`src/rtl/stopwatch_timer.sv`:
```
// mm:ss BCD stopwatch / countdown timer with internal 1 Hz tick and adjust-rate enable.
// Optional lap/hold display freeze is compiled in when STOPWATCH_LAP_EN is defined.
module stopwatch_timer #(
  parameter int CLK_HZ  = 100_000_000,
  parameter int ADJ_HZ  = 2,
  parameter int MAX_MIN = 59
) (
  input  logic       clk,
  input  logic       rst,
  input  logic       pause,
  input  logic       clr,
  input  logic       adj,
  input  logic       sel,
  input  logic       dir,
  input  logic       lap,
  output logic [3:0] m10,
  output logic [3:0] m1,
  output logic [2:0] s10,
  output logic [3:0] s1,
  output logic       running,
  output logic       done,
  output logic       wrap,
  output logic       hold
);

  localparam int ADJ_PER = CLK_HZ / ADJ_HZ;
  localparam int DIV_W   = (CLK_HZ > 1) ? $clog2(CLK_HZ) : 1;
  localparam int ADJ_W   = (ADJ_PER > 1) ? $clog2(ADJ_PER) : 1;
  localparam logic [DIV_W-1:0] DIV_LAST = DIV_W'(CLK_HZ - 1);
  localparam logic [ADJ_W-1:0] ADJ_LAST = ADJ_W'(ADJ_PER - 1);
  localparam logic [3:0] MAX_M10 = 4'(MAX_MIN / 10);
  localparam logic [3:0] MAX_M1  = 4'(MAX_MIN % 10);

  typedef enum logic [1:0] {S_PAUSED, S_RUN, S_ADJUST, S_DONE} state_t;

  state_t           r_state;
  logic [DIV_W-1:0] r_div;
  logic [ADJ_W-1:0] r_adj_cnt;
  logic [3:0]       r_m10, r_m1, r_s1;
  logic [2:0]       r_s10;
  logic             r_running, r_done, r_wrap;

  logic       w_tick, w_adj_en, w_min_max, w_is_zero, w_dn_end;
  logic       w_c0, w_c1, w_b0, w_b1, w_up_wrap;
  logic [3:0] w_inc_m10, w_inc_m1, w_up_s1, w_dn_m10, w_dn_m1, w_dn_s1;
  logic [2:0] w_up_s10, w_dn_s10;

  always_comb begin
    w_tick    = (r_state == S_RUN) && (r_div == DIV_LAST);
    w_adj_en  = (r_state == S_ADJUST) && (r_adj_cnt == ADJ_LAST);
    w_min_max = (r_m10 == MAX_M10) && (r_m1 == MAX_M1);
    w_is_zero = (r_m10 == 4'd0) && (r_m1 == 4'd0) && (r_s10 == 3'd0) && (r_s1 == 4'd0);
    // A down tick ends the count when it starts at 00:01 (lands on zero) or at 00:00.
    w_dn_end  = (r_m10 == 4'd0) && (r_m1 == 4'd0) && (r_s10 == 3'd0) && (r_s1 <= 4'd1);

    // Minutes +1 on the BCD pair, wrapping past MAX_MIN; shared by up-count and adjust.
    w_inc_m10 = r_m10;
    w_inc_m1  = r_m1 + 4'd1;
    if (w_min_max) begin
      w_inc_m10 = 4'd0;
      w_inc_m1  = 4'd0;
    end else if (r_m1 == 4'd9) begin
      w_inc_m10 = r_m10 + 4'd1;
      w_inc_m1  = 4'd0;
    end

    // Seconds +1 wraps 59 -> 00, so the same values serve seconds adjust.
    w_c0      = (r_s1 == 4'd9);
    w_c1      = w_c0 && (r_s10 == 3'd5);
    w_up_s1   = w_c0 ? 4'd0 : r_s1 + 4'd1;
    w_up_s10  = r_s10;
    if (w_c0) w_up_s10 = (r_s10 == 3'd5) ? 3'd0 : r_s10 + 3'd1;
    w_up_wrap = w_c1 && w_min_max;

    w_b0     = (r_s1 == 4'd0);
    w_b1     = w_b0 && (r_s10 == 3'd0);
    w_dn_s1  = w_b0 ? 4'd9 : r_s1 - 4'd1;
    w_dn_s10 = r_s10;
    if (w_b0) w_dn_s10 = (r_s10 == 3'd0) ? 3'd5 : r_s10 - 3'd1;
    w_dn_m10 = r_m10;
    w_dn_m1  = r_m1;
    if (w_b1) begin
      if (r_m1 == 4'd0) begin
        w_dn_m1  = 4'd9;
        w_dn_m10 = r_m10 - 4'd1;
      end else begin
        w_dn_m1  = r_m1 - 4'd1;
      end
    end
  end

  always_ff @(posedge clk or negedge rst) begin
    if (!rst) begin
      r_state   <= S_PAUSED;
      r_div     <= '0;
      r_adj_cnt <= '0;
      r_m10     <= 4'd0;
      r_m1      <= 4'd0;
      r_s10     <= 3'd0;
      r_s1      <= 4'd0;
      r_running <= 1'b0;
      r_done    <= 1'b0;
      r_wrap    <= 1'b0;
    end else begin
      r_wrap <= 1'b0;
      if (clr) begin
        r_m10     <= 4'd0;
        r_m1      <= 4'd0;
        r_s10     <= 3'd0;
        r_s1      <= 4'd0;
        r_div     <= '0;
        r_adj_cnt <= '0;
        r_running <= 1'b0;
        r_done    <= 1'b0;
        r_state   <= adj ? S_ADJUST : S_PAUSED;
      end else begin
        // The tick advances the count even when this edge also leaves RUN.
        if (w_tick) begin
          r_div <= '0;
          if (!dir) begin
            r_s1   <= w_up_s1;
            r_s10  <= w_up_s10;
            if (w_c1) begin
              r_m10 <= w_inc_m10;
              r_m1  <= w_inc_m1;
            end
            r_wrap <= w_up_wrap;
          end else if (!w_is_zero) begin
            r_s1  <= w_dn_s1;
            r_s10 <= w_dn_s10;
            r_m1  <= w_dn_m1;
            r_m10 <= w_dn_m10;
          end
        end else if (r_state == S_RUN) begin
          r_div <= r_div + 1'b1;
        end

        case (r_state)
          S_PAUSED: begin
            if (adj) begin
              r_state   <= S_ADJUST;
              r_adj_cnt <= '0;
            end else if (pause) begin
              r_state   <= S_RUN;
              r_running <= 1'b1;
            end
          end
          S_RUN: begin
            if (adj) begin
              r_state   <= S_ADJUST;
              r_adj_cnt <= '0;
              r_running <= 1'b0;
            end else if (pause) begin
              r_state   <= S_PAUSED;
              r_running <= 1'b0;
            end else if (w_tick && dir && w_dn_end) begin
              r_state   <= S_DONE;
              r_running <= 1'b0;
              r_done    <= 1'b1;
            end
          end
          S_ADJUST: begin
            if (!adj) begin
              r_state <= S_PAUSED;
            end else if (w_adj_en) begin
              r_adj_cnt <= '0;
              if (sel) begin
                r_s1  <= w_up_s1;
                r_s10 <= w_up_s10;
              end else begin
                r_m10 <= w_inc_m10;
                r_m1  <= w_inc_m1;
              end
            end else begin
              r_adj_cnt <= r_adj_cnt + 1'b1;
            end
          end
          S_DONE: begin
            if (adj) begin
              r_state   <= S_ADJUST;
              r_adj_cnt <= '0;
              r_done    <= 1'b0;
            end else if (pause) begin
              r_state <= S_PAUSED;
              r_done  <= 1'b0;
            end
          end
          default: r_state <= S_PAUSED;
        endcase
      end
    end
  end

  assign running = r_running;
  assign done    = r_done;
  assign wrap    = r_wrap;

`ifdef STOPWATCH_LAP_EN
  logic [3:0] r_snap_m10, r_snap_m1, r_snap_s1;
  logic [2:0] r_snap_s10;
  logic       r_hold;

  always_ff @(posedge clk or negedge rst) begin
    if (!rst) begin
      r_hold     <= 1'b0;
      r_snap_m10 <= 4'd0;
      r_snap_m1  <= 4'd0;
      r_snap_s10 <= 3'd0;
      r_snap_s1  <= 4'd0;
    end else if (clr) begin
      r_hold <= 1'b0;
    end else if (lap) begin
      if (!r_hold) begin
        r_snap_m10 <= r_m10;
        r_snap_m1  <= r_m1;
        r_snap_s10 <= r_s10;
        r_snap_s1  <= r_s1;
      end
      r_hold <= !r_hold;
    end
  end

  assign m10  = r_hold ? r_snap_m10 : r_m10;
  assign m1   = r_hold ? r_snap_m1  : r_m1;
  assign s10  = r_hold ? r_snap_s10 : r_s10;
  assign s1   = r_hold ? r_snap_s1  : r_s1;
  assign hold = r_hold;
`else
  logic w_lap_unused;
  assign w_lap_unused = lap;
  assign m10  = r_m10;
  assign m1   = r_m1;
  assign s10  = r_s10;
  assign s1   = r_s1;
  assign hold = 1'b0;
`endif

endmodule

```
`config.mk`:
```
export PLATFORM = sky130hd
export DESIGN_NAME = stopwatch_timer
export DESIGN_NICKNAME = d
export VERILOG_FILES = /design/src/rtl/stopwatch_timer.sv
export SDC_FILE = /design/constraint.sdc
export NUM_CORES = 1
export LEC_CHECK = 0
export CORE_MARGIN = 1.5
export CORE_UTILIZATION = 61
export DETAILED_ROUTE_END_ITERATION = 12
export PLACE_DENSITY = 0.81
export SYNTH_ARGS = -nofsm -noshare
export SYNTH_HDL_FRONTEND = slang
export SYNTH_SLANG_ARGS = --single-unit
```
`constraint.sdc`:
```
create_clock -name clk -period 3.3 [get_ports clk]
set_input_delay 0.495 -clock clk [delete_from_list [all_inputs] [get_ports clk]]
set_output_delay 0.495 -clock clk [all_outputs]
set_load 0.01 [all_outputs]
```
==> results of run 1 <==
cell type report:
class,instances,area share (%)
Multi-Input combinational cell,472,53.4
Sequential cell,73,33.2
Timing Repair Buffer,31,5.27
Clock buffer,11,2.57
Tap cell,102,2.32
Clock inverter,5,1.86
Inverter,21,1.43
flip-flops by register name, summed over array words and instances (netlist names), 2 cells and up:
signal	flops
m1	4
m10	4
r_adj_cnt	26
r_div	27
r_state	2
s1	4
s10	3
per-stage QoR:
step           total power, mW  instance area, um2  hold slack, ps
2_1_floorplan            0.976                4990             199
3_3_place_gp              1.01                5270             475
6_report                  1.87                5510             267
3_5_place_dp              1.02                5270             498
4_1_cts                   1.88                5510             319
5_1_grt                   1.94                5510             335
cell usage after synthesis, drive strengths merged, types with 2 or more instances:
cell     instances  area share [%]
nand3           32             3.4
nand2           73             5.5
nor4            12             1.9
and4             6             1.1
ha              12             3.0
nand2b          10             1.3
nor2            42             3.2
xor2             3            0.53
a22oi            2            0.30
a22o             2            0.35
and2             4            0.50
o21bai           3            0.45
buf             11             1.5
clkbuf          19             1.4
o31ai            8             1.2
or4             12             2.0
nor3            15             1.5
nor4b            8             1.7
o22a             2            0.35
nor2b            6            0.90
nand4           13             1.6
nand4b           3            0.53
o211a            2            0.40
mux2             3            0.68
and3            14             1.8
a211oi          10             1.5
or4b             2            0.48
mux2i            5             1.0
a21o            13             2.0
a41oi            6             1.1
o21a             5            0.75
or3b             4            0.70
a31oi           22             2.8
a21oi           26             2.6
o21ai           52             5.4
xnor2            2            0.35
or3              4            0.50
inv             20             1.5
nand3b           3            0.45
o211ai           2            0.30
o31a             3            0.70
nor3b            6            0.90
o2bb2ai          3            0.53
dfrtp           73              37
or2              4            0.50
cell families after synthesis:
kind of cell	count (synthesis)	synth area share, %
AO/OA/AOI/OAI	172	22.7
XOR/XNOR	5	0.877
adder cells (fa/ha/maj)	12	3.01
buffers and inverters	51	4.51
flip-flops	73	36.6
multiplexers	8	1.68
other	1	0.0751
AND/OR/NAND/NOR	274	30.6
path summary, 6_finish.rpt:
path,startpoint,end,cells after the start
max,s1[0],m10[2],8
min,rst,r_div[18],1
max reg2reg,s1[0],m10[2],8
min reg2reg,r_adj_cnt[6],r_adj_cnt[6],1
max in group asynchronous,rst,r_adj_cnt[12],1
min in group clk,r_adj_cnt[6],r_adj_cnt[6],1
metal layers:
metal / GRT usage (%) / vias to the layer above
li1: - / 2258
met1: 40.6 / 2297
met2: 47.3 / 218
met3: 4.96 / 29
met4: 13.4 / 0
met5: 0 / -
power breakdown:
| group | internal, mW | total, mW | switching, mW |
|---|---|---|---|
| clock network | 0.522 | 0.873 | 0.351 |
| logic | 0.0301 | 0.0985 | 0.0683 |
| registers | 0.897 | 0.901 | 0.00457 |
critical path, cell delays in order, from the launching register on:
cell                       delay (ps)
sky130_fd_sc_hd__dfrtp_1          490
sky130_fd_sc_hd__inv_1            120
sky130_fd_sc_hd__ha_1             290
sky130_fd_sc_hd__or3b_1           470
sky130_fd_sc_hd__nor4_1           680
sky130_fd_sc_hd__a21oi_1          150
sky130_fd_sc_hd__a31oi_1          170
sky130_fd_sc_hd__o21ai_0          150
sky130_fd_sc_hd__a211oi_1         260
==> flow_metrics.env, run 1 <==
export IMPL_port_buffer_count=24
export IMPL_yosys_warnings=0
export IMPL_routed_via_density=6.72
export IMPL_die_w_um=93.5
export IMPL_detailed_place_hpwl_um=8310
export IMPL_initial_utilization_pct=64.0
export IMPL_grt_pass1_vias=4484
export IMPL_cts_sinks=73
export IMPL_finalCoreUtilization_pct=70.6
export IMPL_chipHeight_um=93.5
export IMPL_timing_reg2reg_setup_slack_ps=430
export IMPL_routed_wire_length_per_instance_um=17.2
export IMPL_final_hold_violation_count=0
export IMPL_clock_buffer_count_from_cts=9
export IMPL_worst_slew_pin_transition_ps=980
export IMPL_route_vias_total=4802
export IMPL_ys_flop_type="sky130_fd_sc_hd__dfrtp_1"
export IMPL_yosysSeqAreaShare_pct=36.6
export IMPL_max_cap_violations=0
export IMPL_post_cts_setup_buffers=0
export IMPL_cellPowerDensity_mw_per_mm2=340
export IMPL_layout_cells_non_filler=715
export IMPL_placeableCoreArea_mm2=0.00781
export IMPL_rows=32
export IMPL_drt_pass1_iter_count=5
export IMPL_cts_hold_buffers_added=0
export IMPL_worst_voltage_drop_across_the_vdd_grid_v=0.000224
export IMPL_clock_root_buffer="sky130_fd_sc_hd__clkbuf_8"
export IMPL_maxSlewViolCount=0
export IMPL_ctsLongestPathBuffers=2
export IMPL_min_delay_path_class="primary input to asynchronous set/reset pin"
export IMPL_track_usage_pct=30.1
export IMPL_synthArstFlopShare_pct=100
export IMPL_crit_required_ps=3570
export IMPL_finalWeightedCongestion=0.888
export IMPL_cts_htree_levels=3
export IMPL_mappedNetlistArea_mm2=0.00499
export IMPL_clk_latency_ps=360
export IMPL_area_sequential_mm2=0.00183
export IMPL_met2RoutedLength_um=5760
export IMPL_maxUsedRoutingLayer="met4"
export IMPL_worstSetupStartpointType="flop"
export IMPL_max_freq_mhz=348
export IMPL_clk_pin_slew_worst_paths_ps=90
export IMPL_finalClockSkew_ps=11.6
export IMPL_grt_overflow_total=0
export IMPL_antenna_cells=0
export IMPL_synth_net_count=616
export IMPL_period_minus_slack_ps=2870
export IMPL_grt_antenna_before_repair=0
export IMPL_detail_route_wirelength_met1_um=5500
export IMPL_final_setup_viol_count=0
export IMPL_leakage_nw=2.26
export IMPL_final_min_period_over_clock_period_pct=87.0
export IMPL_timing_critical_path_arrival_ps=3140
export IMPL_synth_enable_flop_cells=0
export IMPL_status="complete, no violations"
export IMPL_dp_cell_count=699
export IMPL_areaGrowthSynthToFinish_pct=10.3
export IMPL_final_setup_tns_ps=0
export IMPL_cts_tree="done"
export IMPL_synth_lib_cells_used_distinct=75
export IMPL_mostFrequentLayoutCells="73 x sky130_fd_sc_hd__nand2_1, 73 x sky130_fd_sc_hd__dfrtp_1, 42 x sky130_fd_sc_hd__nor2_1"
export IMPL_unrepaired_setup_endpoints_after_global_routing="no"
export IMPL_maximum_number_of_pins_on_one_net_before_global_route_repair=74
export IMPL_drtIter0Drc=464
export IMPL_pre_cts_slack_ps=545
export IMPL_critPathMaxFanout=9
export IMPL_syn_area_per_cell_um2=8.38
export IMPL_wl_met3_um=733
export IMPL_timing_slew_headroom_pct=34.4
export IMPL_nets=628
export IMPL_timing_critical_path_to_type="flop"
export IMPL_worst_slack_setup_final_ps=430
export IMPL_total_area_of_multi_input_combinational_cells_mm2=0.00294
export IMPL_synth_seq_cells=73
export IMPL_gate_count_after_technology_mapping=596
export IMPL_drive_above_1_share_pct=7.50
export IMPL_drc=0
export IMPL_totalWireLength_um=12300
export IMPL_nFillCells=621
export IMPL_post_cts_resized=0
export IMPL_global_route_wire_length_before_repair_um=20900
export IMPL_dieArea_mm2=0.00874
export IMPL_ios=27
export IMPL_route_antenna_remaining_nets=0
export IMPL_crit_type="flop to flop"
No activity file was read; power rests on OpenSTA's default activity.
==> run 2, diff against run 1 <==
- CTS_BUF_LIST: not set -> sky130_fd_sc_hd__clkbuf_16
==> run 2 against run 1 <==
Effect of this change:
- clock power up 28%
- combinational power about the same
- sequential share of layout area down 0.54 points
- sequential power about the same
- register-to-register slack better by 40 ps
- hold slack better by 19 ps
- power up 13%
- fmax up 1.4%
- global-route usage up 0.73 points
- critical path type unchanged
- final area up 1.7%
- wire length up 3.1%
==> flow_metrics.env, run 2 (same netlist as run 1, synthesis figures left out) <==
export IMPL_crit_buf_inv=1
export IMPL_timing_critical_path_to_type="flop"
export IMPL_finalClockSkew_ps=9.09
export IMPL_routed_wire_length_per_instance_um=17.7
export IMPL_antenna_cells=0
export IMPL_crit_type="flop to flop"
export IMPL_ctsLongestPathBuffers=2
export IMPL_post_cts_setup_buffers=0
export IMPL_port_buffer_count=24
export IMPL_drtIter0Drc=400
export IMPL_dieArea_mm2=0.00874
export IMPL_critPathMaxFanout=9
export IMPL_groute_layer_met2_usage_pct=49.3
export IMPL_routed_via_density=6.81
export IMPL_status="complete, no violations"
export IMPL_final_setup_tns_ps=0
export IMPL_unrepaired_setup_endpoints_after_global_routing="no"
export IMPL_critical_path_top_delay_family="simple AND/OR/NAND/NOR gates"
export IMPL_grt_overflow_total=0
export IMPL_final_setup_viol_count=0
export IMPL_finalWeightedCongestion=0.888
export IMPL_worst_slew_pin_transition_ps=970
export IMPL_clk_latency_ps=340
export IMPL_rows=32
export IMPL_clock_root_buffer="sky130_fd_sc_hd__clkbuf_16"
export IMPL_route_vias_total=4868
export IMPL_grt_util_met1_pct=41.3
export IMPL_drc=0
export IMPL_ios=27
export IMPL_die_w_um=93.5
export IMPL_nets=628
export IMPL_cts_tree="done"
export IMPL_max_freq_mhz=353
export IMPL_grt_antenna_before_repair=0
export IMPL_timing_slew_headroom_pct=35.1
export IMPL_max_cap_violations=0
export IMPL_global_route_wire_length_before_repair_um=21400
export IMPL_crit_required_ps=3540
export IMPL_initial_utilization_pct=64.0
export IMPL_cts_htree_levels=3
export IMPL_reg_top3="r_div x27, r_adj_cnt x26"
export IMPL_drive_above_1_share_pct=7.34
export IMPL_clock_buffer_count_from_cts=9
export IMPL_route_antenna_remaining_nets=0
export IMPL_track_usage_pct=30.8
export IMPL_path_cells="inv_1 > ha_1 > or3b_1 > nor4_1 > a21oi_1 > a31oi_1 > o21ai_0 > a211oi_1"
export IMPL_mostFrequentLayoutCells="73 x sky130_fd_sc_hd__nand2_1, 73 x sky130_fd_sc_hd__dfrtp_1, 42 x sky130_fd_sc_hd__nor2_1"
export IMPL_timing_critical_path_slowest_stage_cell="sky130_fd_sc_hd__nor4_1"
export IMPL_cellPowerDensity_mw_per_mm2=380
export IMPL_areaGrowthSynthToFinish_pct=12.2
export IMPL_most_flop_heavy_register="r_div"
export IMPL_worstSetupStartpointType="flop"
export IMPL_clk_pin_slew_worst_paths_ps=60
export IMPL_slowest_delay_ps=670
export IMPL_maximum_number_of_pins_on_one_net_before_global_route_repair=74
export IMPL_detailed_place_hpwl_um=8310
export IMPL_grt_pass1_vias=4537
export IMPL_timing_critical_path_arrival_ps=3080
export IMPL_largest_register_ffs=27
export IMPL_totalWireLength_um=12700
export IMPL_final_min_period_over_clock_period_pct=85.8
export IMPL_grt_use_met3_pct=4.31
export IMPL_gr_max_usage_layer="met2"
export IMPL_cts_sinks=73
export IMPL_final_hold_violation_count=0
export IMPL_leakage_nw=2.30
export IMPL_period_minus_slack_ps=2830
export IMPL_cts_hold_buffers_added=0
export IMPL_maxSlewViolCount=0
export IMPL_placeableCoreArea_mm2=0.00781
export IMPL_min_delay_path_class="primary input to asynchronous set/reset pin"
export IMPL_post_cts_resized=0
export IMPL_worst_voltage_drop_across_the_vdd_grid_v=0.000231
export IMPL_chipHeight_um=93.5
export IMPL_drt_pass1_iter_count=5
export IMPL_finalCoreUtilization_pct=71.7
-- run 2: final timing paths --
kind | slack (ps) | cells after the start | to | start
worst max-delay path | 470 | 8 | m10[2] | s1[0]
worst min-delay path | 290 | 1 | r_div[18] | rst
worst max register to register | 470 | 8 | m10[2] | s1[0]
worst min register to register | 500 | 1 | r_adj_cnt[6] | r_adj_cnt[6]
max in group asynchronous | 2400 | 1 | r_adj_cnt[12] | rst
min in group clk | 500 | 1 | r_adj_cnt[6] | r_adj_cnt[6]
-- run 2: final cells by class --
class	count	area, um2
fill	598	2210
sequential	73	1830
tap	102	128
timing repair buffer	31	290
multi-input combinational	472	2940
clock buffer	9	225
clock inverter	7	110
inverter	21	78.8
-- run 2: layer usage --
| metal | vias up | routed length, um |
|---|---|---|
| met5 | - | 0 |
| met4 | 0 | 299 |
| met3 | 34 | 795 |
| met2 | 225 | 6070 |
| met1 | 2347 | 5500 |
| li1 | 2262 | - |
-- run 2: report_power, final --
part	total [mW]	leakage (nW)	switching [mW]	internal, mW
sequential	0.903	1.02	0.00467	0.898
clock	1.12	0.164	0.392	0.732
combinational	0.0988	1.12	0.0687	0.0301
-- run 2: per-stage QoR --
step	hold WS, ps	power (mW)	instances	cell area (um2)	setup slack [ps]
floorplan	199	0.976	596	4990	798
global placement	475	1.01	699	5270	596
detailed placement	498	1.02	699	5270	545
CTS	343	2.13	715	5600	504
global route	390	2.19	715	5600	271
finish	286	2.13	715	5600	469
